### src/rtl/spw_rx_pkt_buffer.sv
// SpaceWire RX packet buffer: drains SPW_TOP's RX FIFO into a show-ahead buffer and counts whole packets.
// Optional SPW_RX_DROP_EEP_EN: EEP-terminated packets are discarded and OVERFLOW reports dropped oversize packets.
module spw_rx_pkt_buffer #(
    parameter int DEPTH_LOG2 = 6
) (
    input  logic                  CLOCK,
    input  logic                  RESET,
    input  logic [8:0]            DATA_O,
    input  logic                  RX_EMPTY,
    output logic                  RD_DATA,
    output logic [8:0]            HOST_DATA,
    output logic                  HOST_VALID,
    input  logic                  HOST_POP,
    output logic [DEPTH_LOG2:0]   LEVEL,
    output logic [DEPTH_LOG2:0]   PKT_COUNT,
    output logic                  PKT_AVAIL,
    output logic                  EEP_FLAG,
`ifdef SPW_RX_DROP_EEP_EN
    output logic                  OVERFLOW,
`endif
    input  logic                  CLR_FLAGS
);

    localparam int PW = DEPTH_LOG2 + 1;
    localparam logic [PW-1:0] FULL = PW'(1) << DEPTH_LOG2;
    localparam logic [8:0] EEP_CHAR = 9'h101;

    typedef enum logic [1:0] {IDLE, REQ, CAPT} state_t;

    state_t        state_q;
    logic          rd_data_q;
    logic [PW-1:0] wr_ptr_q, wr_ptr_d;
    logic [PW-1:0] rd_ptr_q, rd_ptr_d;
    logic [PW-1:0] pkt_q, pkt_d;
    logic          eep_q, eep_d;
    logic [8:0]    mem_q [2**DEPTH_LOG2];

    logic [PW-1:0] level;
    logic [8:0]    head;
    logic          host_valid;
    logic          pop;
    logic          we;
    logic          inc;
    logic          set_eep;
    logic          fetch_ok;
    logic          is_eep;
    logic          is_ctl;

`ifdef SPW_RX_DROP_EEP_EN
    logic [PW-1:0] wr_cmt_q, wr_cmt_d;
    logic          discard_q, discard_d;
    logic          ovf_q, ovf_d;
    logic          start_discard;
`endif

    assign level  = wr_ptr_q - rd_ptr_q;
    assign head   = mem_q[rd_ptr_q[DEPTH_LOG2-1:0]];
    assign is_eep = (DATA_O == EEP_CHAR);
    assign is_ctl = DATA_O[8];

`ifdef SPW_RX_DROP_EEP_EN
    assign host_valid = (rd_ptr_q != wr_cmt_q);
    // Full with nothing committed ahead of the writer: the host can never drain it, so drop the packet.
    assign start_discard = (state_q == IDLE) && (level == FULL) &&
                           (wr_cmt_q == rd_ptr_q) && !discard_q;
    assign fetch_ok = !RX_EMPTY && ((level != FULL) || discard_q);
    assign OVERFLOW = ovf_q;
`else
    assign host_valid = (level != '0);
    assign fetch_ok   = !RX_EMPTY && (level != FULL);
`endif

    assign pop        = HOST_POP && host_valid;
    assign HOST_VALID = host_valid;
    assign HOST_DATA  = host_valid ? head : 9'h000;
    assign LEVEL      = level;
    assign PKT_COUNT  = pkt_q;
    assign PKT_AVAIL  = (pkt_q != '0);
    assign EEP_FLAG   = eep_q;
    assign RD_DATA    = rd_data_q;

    always_comb begin
        wr_ptr_d = wr_ptr_q;
        we       = 1'b0;
        inc      = 1'b0;
        set_eep  = 1'b0;
`ifdef SPW_RX_DROP_EEP_EN
        wr_cmt_d  = wr_cmt_q;
        discard_d = discard_q;
        ovf_d     = ovf_q;
        if (start_discard) begin
            discard_d = 1'b1;
            ovf_d     = 1'b1;
        end else if (CLR_FLAGS) begin
            ovf_d = 1'b0;
        end
        if (state_q == CAPT) begin
            if (discard_q) begin
                if (is_ctl) begin
                    wr_ptr_d  = wr_cmt_q;
                    discard_d = 1'b0;
                    set_eep   = is_eep;
                end
            end else if (is_eep) begin
                wr_ptr_d = wr_cmt_q;
                set_eep  = 1'b1;
            end else begin
                we       = 1'b1;
                wr_ptr_d = wr_ptr_q + PW'(1);
                if (is_ctl) begin
                    wr_cmt_d = wr_ptr_q + PW'(1);
                    inc      = 1'b1;
                end
            end
        end
`else
        if (state_q == CAPT) begin
            we       = 1'b1;
            wr_ptr_d = wr_ptr_q + PW'(1);
            inc      = is_ctl;
            set_eep  = is_eep;
        end
`endif
        rd_ptr_d = rd_ptr_q + PW'(pop);
        pkt_d    = pkt_q + PW'(inc) - PW'(pop && head[8]);
        eep_d    = set_eep ? 1'b1 : (CLR_FLAGS ? 1'b0 : eep_q);
    end

    always_ff @(posedge CLOCK) begin
        if (we) mem_q[wr_ptr_q[DEPTH_LOG2-1:0]] <= DATA_O;
    end

    always_ff @(posedge CLOCK or posedge RESET) begin
        if (RESET) begin
            state_q   <= IDLE;
            rd_data_q <= 1'b0;
            wr_ptr_q  <= '0;
            rd_ptr_q  <= '0;
            pkt_q     <= '0;
            eep_q     <= 1'b0;
`ifdef SPW_RX_DROP_EEP_EN
            wr_cmt_q  <= '0;
            discard_q <= 1'b0;
            ovf_q     <= 1'b0;
`endif
        end else begin
            case (state_q)
                IDLE: begin
                    if (fetch_ok) begin
                        state_q   <= REQ;
                        rd_data_q <= 1'b1;
                    end
                end
                REQ: begin
                    state_q   <= CAPT;
                    rd_data_q <= 1'b0;
                end
                default: begin
                    state_q   <= IDLE;
                    rd_data_q <= 1'b0;
                end
            endcase
            wr_ptr_q <= wr_ptr_d;
            rd_ptr_q <= rd_ptr_d;
            pkt_q    <= pkt_d;
            eep_q    <= eep_d;
`ifdef SPW_RX_DROP_EEP_EN
            wr_cmt_q  <= wr_cmt_d;
            discard_q <= discard_d;
            ovf_q     <= ovf_d;
`endif
        end
    end

endmodule
### config.mk
export PLATFORM = sky130hd
export DESIGN_NAME = spw_rx_pkt_buffer
export DESIGN_NICKNAME = d
export VERILOG_FILES = /design/src/rtl/spw_rx_pkt_buffer.sv
export SDC_FILE = /design/constraint.sdc
export NUM_CORES = 1
export LEC_CHECK = 0
export CAP_MARGIN = 20
export CORE_ASPECT_RATIO = 1.25
export CORE_MARGIN = 2
export CORE_UTILIZATION = 25
export DETAILED_ROUTE_END_ITERATION = 6
export GPL_TIMING_DRIVEN = 0
export PLACE_DENSITY = 0.39
export SLEW_MARGIN = 15
export SYNTH_ARGS = -nofsm -noshare
export SYNTH_HDL_FRONTEND = slang
export SYNTH_SLANG_ARGS = --single-unit
### constraint.sdc
create_clock -name CLOCK -period 6 [get_ports CLOCK]
set_input_delay 1.2 -clock CLOCK [delete_from_list [all_inputs] [get_ports CLOCK]]
set_output_delay 1.2 -clock CLOCK [all_outputs]
set_load 0.1 [all_outputs]
Word level (Yosys, flattened, before mapping)
Memory sizes are Yosys's and may differ from the RTL's.
Cells that the tools add are included.

word-level totals
  flip-flop bits (word level) = 25
  bits in writable memories = 576
  word-level logic and storage cells = 37
  input port bits = 14
  output and inout bits = 27
  memories kept = 1

memory list
  name   words  width  rd ports  clocked after memory_dff  wr ports  RTL line  text
  mem_q  64     9      1         0                         1         36        logic [8:0] mem_q [2**DEPTH_LOG2];

cells by class
  reduce and logical (&&, ||, !) cells = 8
  equality and inequality tests = 5
  mux-type cells = 12
  $add $sub $neg = 5

operators with widths
  operator                                              count
  adder 7 x 1 -> 7 bit                                  2
  nonzero test 7 bit                                    2
  equality test 9 bit (second input constant)           1
  2-to-1 mux 1 bit                                      9
  2-to-1 mux 9 bit                                      1
  adder 7 x 1 -> 7 bit (second input constant)          1
  != test 7 bit (second input constant)                 1
  subtractor 7 x 1 -> 7 bit                             1
  subtractor 7 bit                                      1
  case mux 2 bit (2 select lines)                       1
  logical AND 1 bit                                     3
  equality test 2 x 1 -> 1 bit (second input constant)  1
  equality test 2 bit (second input constant)           1
  zero test 2 bit                                       1
  2-to-1 mux 2 bit                                      1
  != test 2 bit (second input constant)                 1
  nonzero test 2 bit                                    1
  zero test 1 bit                                       1

Logic depth before layout (Yosys ltp)
  depth in word-level cells = 5
  depth in mapped cells = 20
  mapped depth without buffers = 17

Worst setup path before layout
No wires, ideal clock.

  path type = flip-flop to output port
  start = register rd_ptr_q[1]
  end = output HOST_DATA[6]
  slack = -2.011 ns
  path buffers = 4
  stages on the path, launching flop included = 12
  data arrival time = 6.811 ns
  data required time = 4.800 ns
  cells stage by stage = dfrtp_1 > buf_2 > buf_2 > buf_2 > inv_1 > ha_1 > nor2b_1 > o31a_1 > o311ai_1 > a2111oi_2 > clkbuf_1 > a211oi_1

between the ends
  word-level cells in the longest chain between the ends = 3
  elaborated cells between the ends (all ways) = 4
  those cells by class = 1 x add/sub; 1 x mux; 1 x reduce/logical; 1 x memory

ends and longest elaborated chain
  item                    RTL line  text
  from (decl)             33        logic [PW-1:0] rd_ptr_q, rd_ptr_d;
  from (signal assigned)  164       rd_ptr_q <= rd_ptr_d;
  subtractor 7 bit        56        assign level = wr_ptr_q - rd_ptr_q;
  net LEVEL[5]            14        output logic [DEPTH_LOG2:0] LEVEL,
  nonzero test 7 bit      69        assign host_valid = (level != '0);
  2-to-1 mux 9 bit        75        assign HOST_DATA = host_valid ? head : 9'h000;
  to (decl)               11        output logic [8:0] HOST_DATA,

The timed path passes the listed nets, and every way through them passes these cells.

Final worst setup path
  start = register rd_ptr_q[3]
  end = output HOST_DATA[0]

between the ends
  word-level cells in the longest chain between the ends = 3
  elaborated cells between the ends (all ways) = 4
  those cells by class = 1 x add/sub; 1 x mux; 1 x reduce/logical; 1 x memory

ends and longest elaborated chain
  item                RTL line
  subtractor 7 bit    56
  nonzero test 7 bit  69
  2-to-1 mux 9 bit *  75

Every way passes the cells marked *; elsewhere a longest branch is shown, timed or not.

==> results by group <==
Power
  • Sequential share of power: 32.2%
  • Leakage: 9.01 nW
  • Cell-internal power: 0.00886 W
  • Pwr Density: 521 nW/um^2
  • Clock group share of total power: 25.9%
  • Combinational power share: 41.9%
  • Switch share: 40.5%
  • VDD IR max: 0.770 mV
  • Pwr Total: 0.0149 W
  • Switching power: 0.00604 W

Worst setup path
  • Worst Reg2Reg Path Length in Cells: 20
  • Startpoint Class: flip-flop
  • R2R Path End: PKT_COUNT[6]$_DFF_PP0_
  • Crit path max fanout: 10
  • WS Path Type: flip-flop to primary output
  • CP required: 4.80 ns
  • CP Capture Type: primary output
  • Worst EP arrival: 4.60 ns
  • Reg2reg start: rd_ptr_q[3]$_DFF_PP0_
  • Worst R2R Setup Slack: 0.48 ns

Run
  • Max cap viols: 0

Timing
  • Normalized max-slew margin: 20.0%
  • Final worst setup slack: 0.197 ns
  • Slew Limit Fails: 0
  • Final TNS setup: 0 ns
  • Final Hold Fails: 0
  • Layout Skew: 0.0191 ns
  • Worst Tran Pin Value: 1.20 ns
  • RSZ-0062 raised after global routing: no
  • Setup Viol. Count Final: 0
  • Post-layout minimum cycle time: 5.80 ns
  • Hold slack: 0.487 ns
  • Max Freq: 172 MHz
  • Period utilisation layout: 96.7%

Drt
  • Uppermost layer routed: met4
  • DRC: 0
  • Detailed-route wire length: 75,400 microns
  • Vias per cell: 4.61
  • Routed met1 length: 32,700 microns
  • Wire length on met3: 2860 microns
  • Routed vias: 12,400
  • DR WL met2: 37,600 microns
  • DRT iter0 DRCs: 924
  • Post-DR wirelength/cell: 28.0 microns
  • DRT Pass-1 Iters: 6
  • Post-route ant nets: 0

Floorplan
  • # rows: 127
  • Die Wd: 282 microns
  • IO Count: 41
  • Die height: 351 microns
  • CORE AREA: 95,800 sq um
  • DIE AREA: 98,900 sq um
  • Initial Utilization: 25.2%

Worst hold path
  • Hold_sp: state_q[1]$_DFFE_PP0P_
  • Hold Path Stages: 1
  • Hold Crit Class: flip-flop to flip-flop
  • Worst min-delay path endpoint: state_q[1]$_DFFE_PP0P_

CTS
  • CTS clk-pin slew, worst paths: 0.07 ns
  • CTS HTree Levels: 2
  • CTS buffer count: 60
  • CTS Root Cell: clkbuf_16
  • CTS tree: built
  • Bufs on Longest Clock Path: 3
  • Clock Latency Late Sink: 0.64 ns
  • # clock sinks: 600

Yosys
  • Top cells by area, synth: edfxtp_1 (72%), mux4_2 (12%), dfrtp_1 (2.5%)
  • Synthesis warning total: 0
  • Post-synthesis mux area share: 15.0%
  • Synth Flop Type: edfxtp_1
  • Post-synth ARST share: 4.00%
  • XOR/XNOR Fraction of Synth Area: 0.654%
  • Area leader, netlist: edfxtp_1
  • Post-Synth Simple-Gate Area: 3.86%
  • Synth Register Bits: 600
  • Syn Area/Cell: 19.8 sq um
  • Post-synthesis cell type count: 58
  • Sequential area share after synthesis: 74.2%
  • Post-Synth Adder-Cell Area: 1.10%
  • Synth top area share: 71.7%
  • Post-Syn Nets: 1,251
  • Main combinational cell family by area after synthesis: multiplexers
  • Area fraction in compound gates after synthesis: 3.23%
  • Mapped Cells: 1,217
  • Syn Std Cell Area: 24,100 sq um
  • Number of enable flip-flop cells after synthesis: 576

Global routing
  • Initial antenna violation count: 1
  • Number of global-route vias before repair: 12,600
  • Largest net degree at the start of global routing: 66
  • Tot GR Track Use: 15.3%
  • First-pass GRT wire length: 104,000 microns
  • GR Overflow Total: 0

Place
  • DP Worst Slack: -0.881 ns
  • IO buf count: 40
  • DP HPWL: 50,700 microns
  • RePlAce Congestion: 0.833

Layout
  • Syn-to-layout area delta: 18.5%
  • End-of-flow core utilization: 29.8%
  • Most frequent cells in the layout: edfxtp_1 (576), mux4_2 (130), nor2_1 (68), clkbuf_16 (61), mux2i_1 (45)
  • Layout cell share with drive strength beyond 1: 26.0%
  • Fillcell total: 9,372
  • Post-layout nets: 1,383
  • Commonest non-fill, non-tap cell in the layout: edfxtp_1
  • Seq. cell area: 17,900 sq um
  • Multi-input gate area in the final layout: 5870 sq um

Run status
  • Status: finished clean
## per-layer routing
layer,vias to the layer above,GRT usage [%]
met2,331,26.3
met5,-,0
li1,5264,-
met4,0,4.65
met3,85,2.02
met1,6726,20.1
## registers in the layout (all words and copies together), names as in the netlist
name and count:
wr_ptr_q 7, state_q 2, EEP_FLAG 1, mem_q 576
rd_ptr_q 7, PKT_COUNT 7
## worst max path at each step
stage | end | slack (ns) | from | cells after the start
2_1_floorplan | HOST_DATA[1] | 0.13 | wr_ptr_q[0]$_DFFE_PP0P_ | 9
3_3_place_gp | HOST_DATA[5] | -0.94 | rd_ptr_q[1]$_DFF_PP0_ | 12
3_5_place_dp | HOST_DATA[5] | -0.88 | rd_ptr_q[1]$_DFF_PP0_ | 12
4_1_cts | HOST_DATA[5] | 0.02 | rd_ptr_q[1]$_DFF_PP0_ | 9
5_1_grt | LEVEL[4] | 0.02 | rd_ptr_q[2]$_DFF_PP0_ | 9
6_report | HOST_DATA[0] | 0.20 | rd_ptr_q[3]$_DFF_PP0_ | 12
## power by group through the flow
stage	sequential, W	clock, W	combinational, W
after CTS	0.00479	0.00395	0.00640
after detailed placement	0.00488	0	0.00638
after floorplan	0.00504	0	0.00392
after global routing	0.00481	0.00408	0.00653
after global placement	0.00490	0	0.00637
final	0.00480	0.00386	0.00624
## worst max-delay path: stages (launching register included)
cell and delay [ns]:
dfrtp_1 0.39, clkbuf_1 0.42, inv_1 0.18, clkbuf_2 0.36
ha_1 0.45, o21a_1 0.15, o31a_1 0.16, o311ai_4 0.42
a2111oi_4 0.05, buf_4 0.19, clkbuf_2 0.22, a32oi_2 0.34
clkdlybuf4s15_2 0.62
## layout make-up
| cell class | instances | area share, % |
|---|---|---|
| flip-flops and latches | 600 | 62.6 |
| multi-input cells | 531 | 20.5 |
| well taps | 1290 | 5.65 |
| clock buffers | 65 | 5.39 |
| repair buffers | 71 | 2.53 |
| clock inverters | 46 | 1.55 |
| plain buffers | 64 | 1.41 |
| inverters | 21 | 0.276 |
| diodes | 3 | 0.0263 |
## kinds of logic (layout without fill, tap and decap cells)
family,count (synthesis),count (layout)
DFF,600,600
muxes,196,196
and+or+nand+nor,191,191
AOI/OAI and AO/OA,106,106
buffers and inverters,86,267
adders and majority gates,20,20
xor gates and xnor gates,18,18
other,0,3
## stage by stage
step | std cells | area, sq um
3_5_place_dp | 2569 | 26500
2_1_floorplan | 1217 | 24200
4_1_cts | 2679 | 28500
5_1_grt | 2688 | 28600
3_3_place_gp | 2547 | 26200
6_report | 2691 | 28600
## synth_stat cells (3+ instances only)
cell type / number
a2111oi_0: 12
a211oi_1: 15
a21oi_1: 7
a221o_1: 8
a221oi_1: 3
a22oi_1: 6
buf_1: 6
buf_2: 20
buf_4: 5
buf_6: 13
clkbuf_1: 21
dfrtp_1: 24
edfxtp_1: 576
ha_1: 18
inv_1: 20
mux2_2: 21
mux2i_1: 45
mux4_2: 130
nand2_1: 20
nand2b_1: 5
nand3_1: 18
nand4_1: 5
nor2_1: 82
nor2_2: 3
nor2b_1: 18
nor3_1: 12
nor4_1: 4
o211ai_1: 3
o21ai_0: 16
o21bai_1: 6
o22ai_1: 15
or3_1: 6
or3b_2: 3
xnor2_1: 9
xor2_1: 9
## repair_timing
item | 4_1_cts | 5_1_grt
buffers inserted | 0 | 2
resized for setup | 42 | 17
pin swaps | 0 | 1
hold buffers | 0 | 0
endpoints found under the setup margin | 20 | 9
Note: power is estimated with default switching activity, not from simulation.
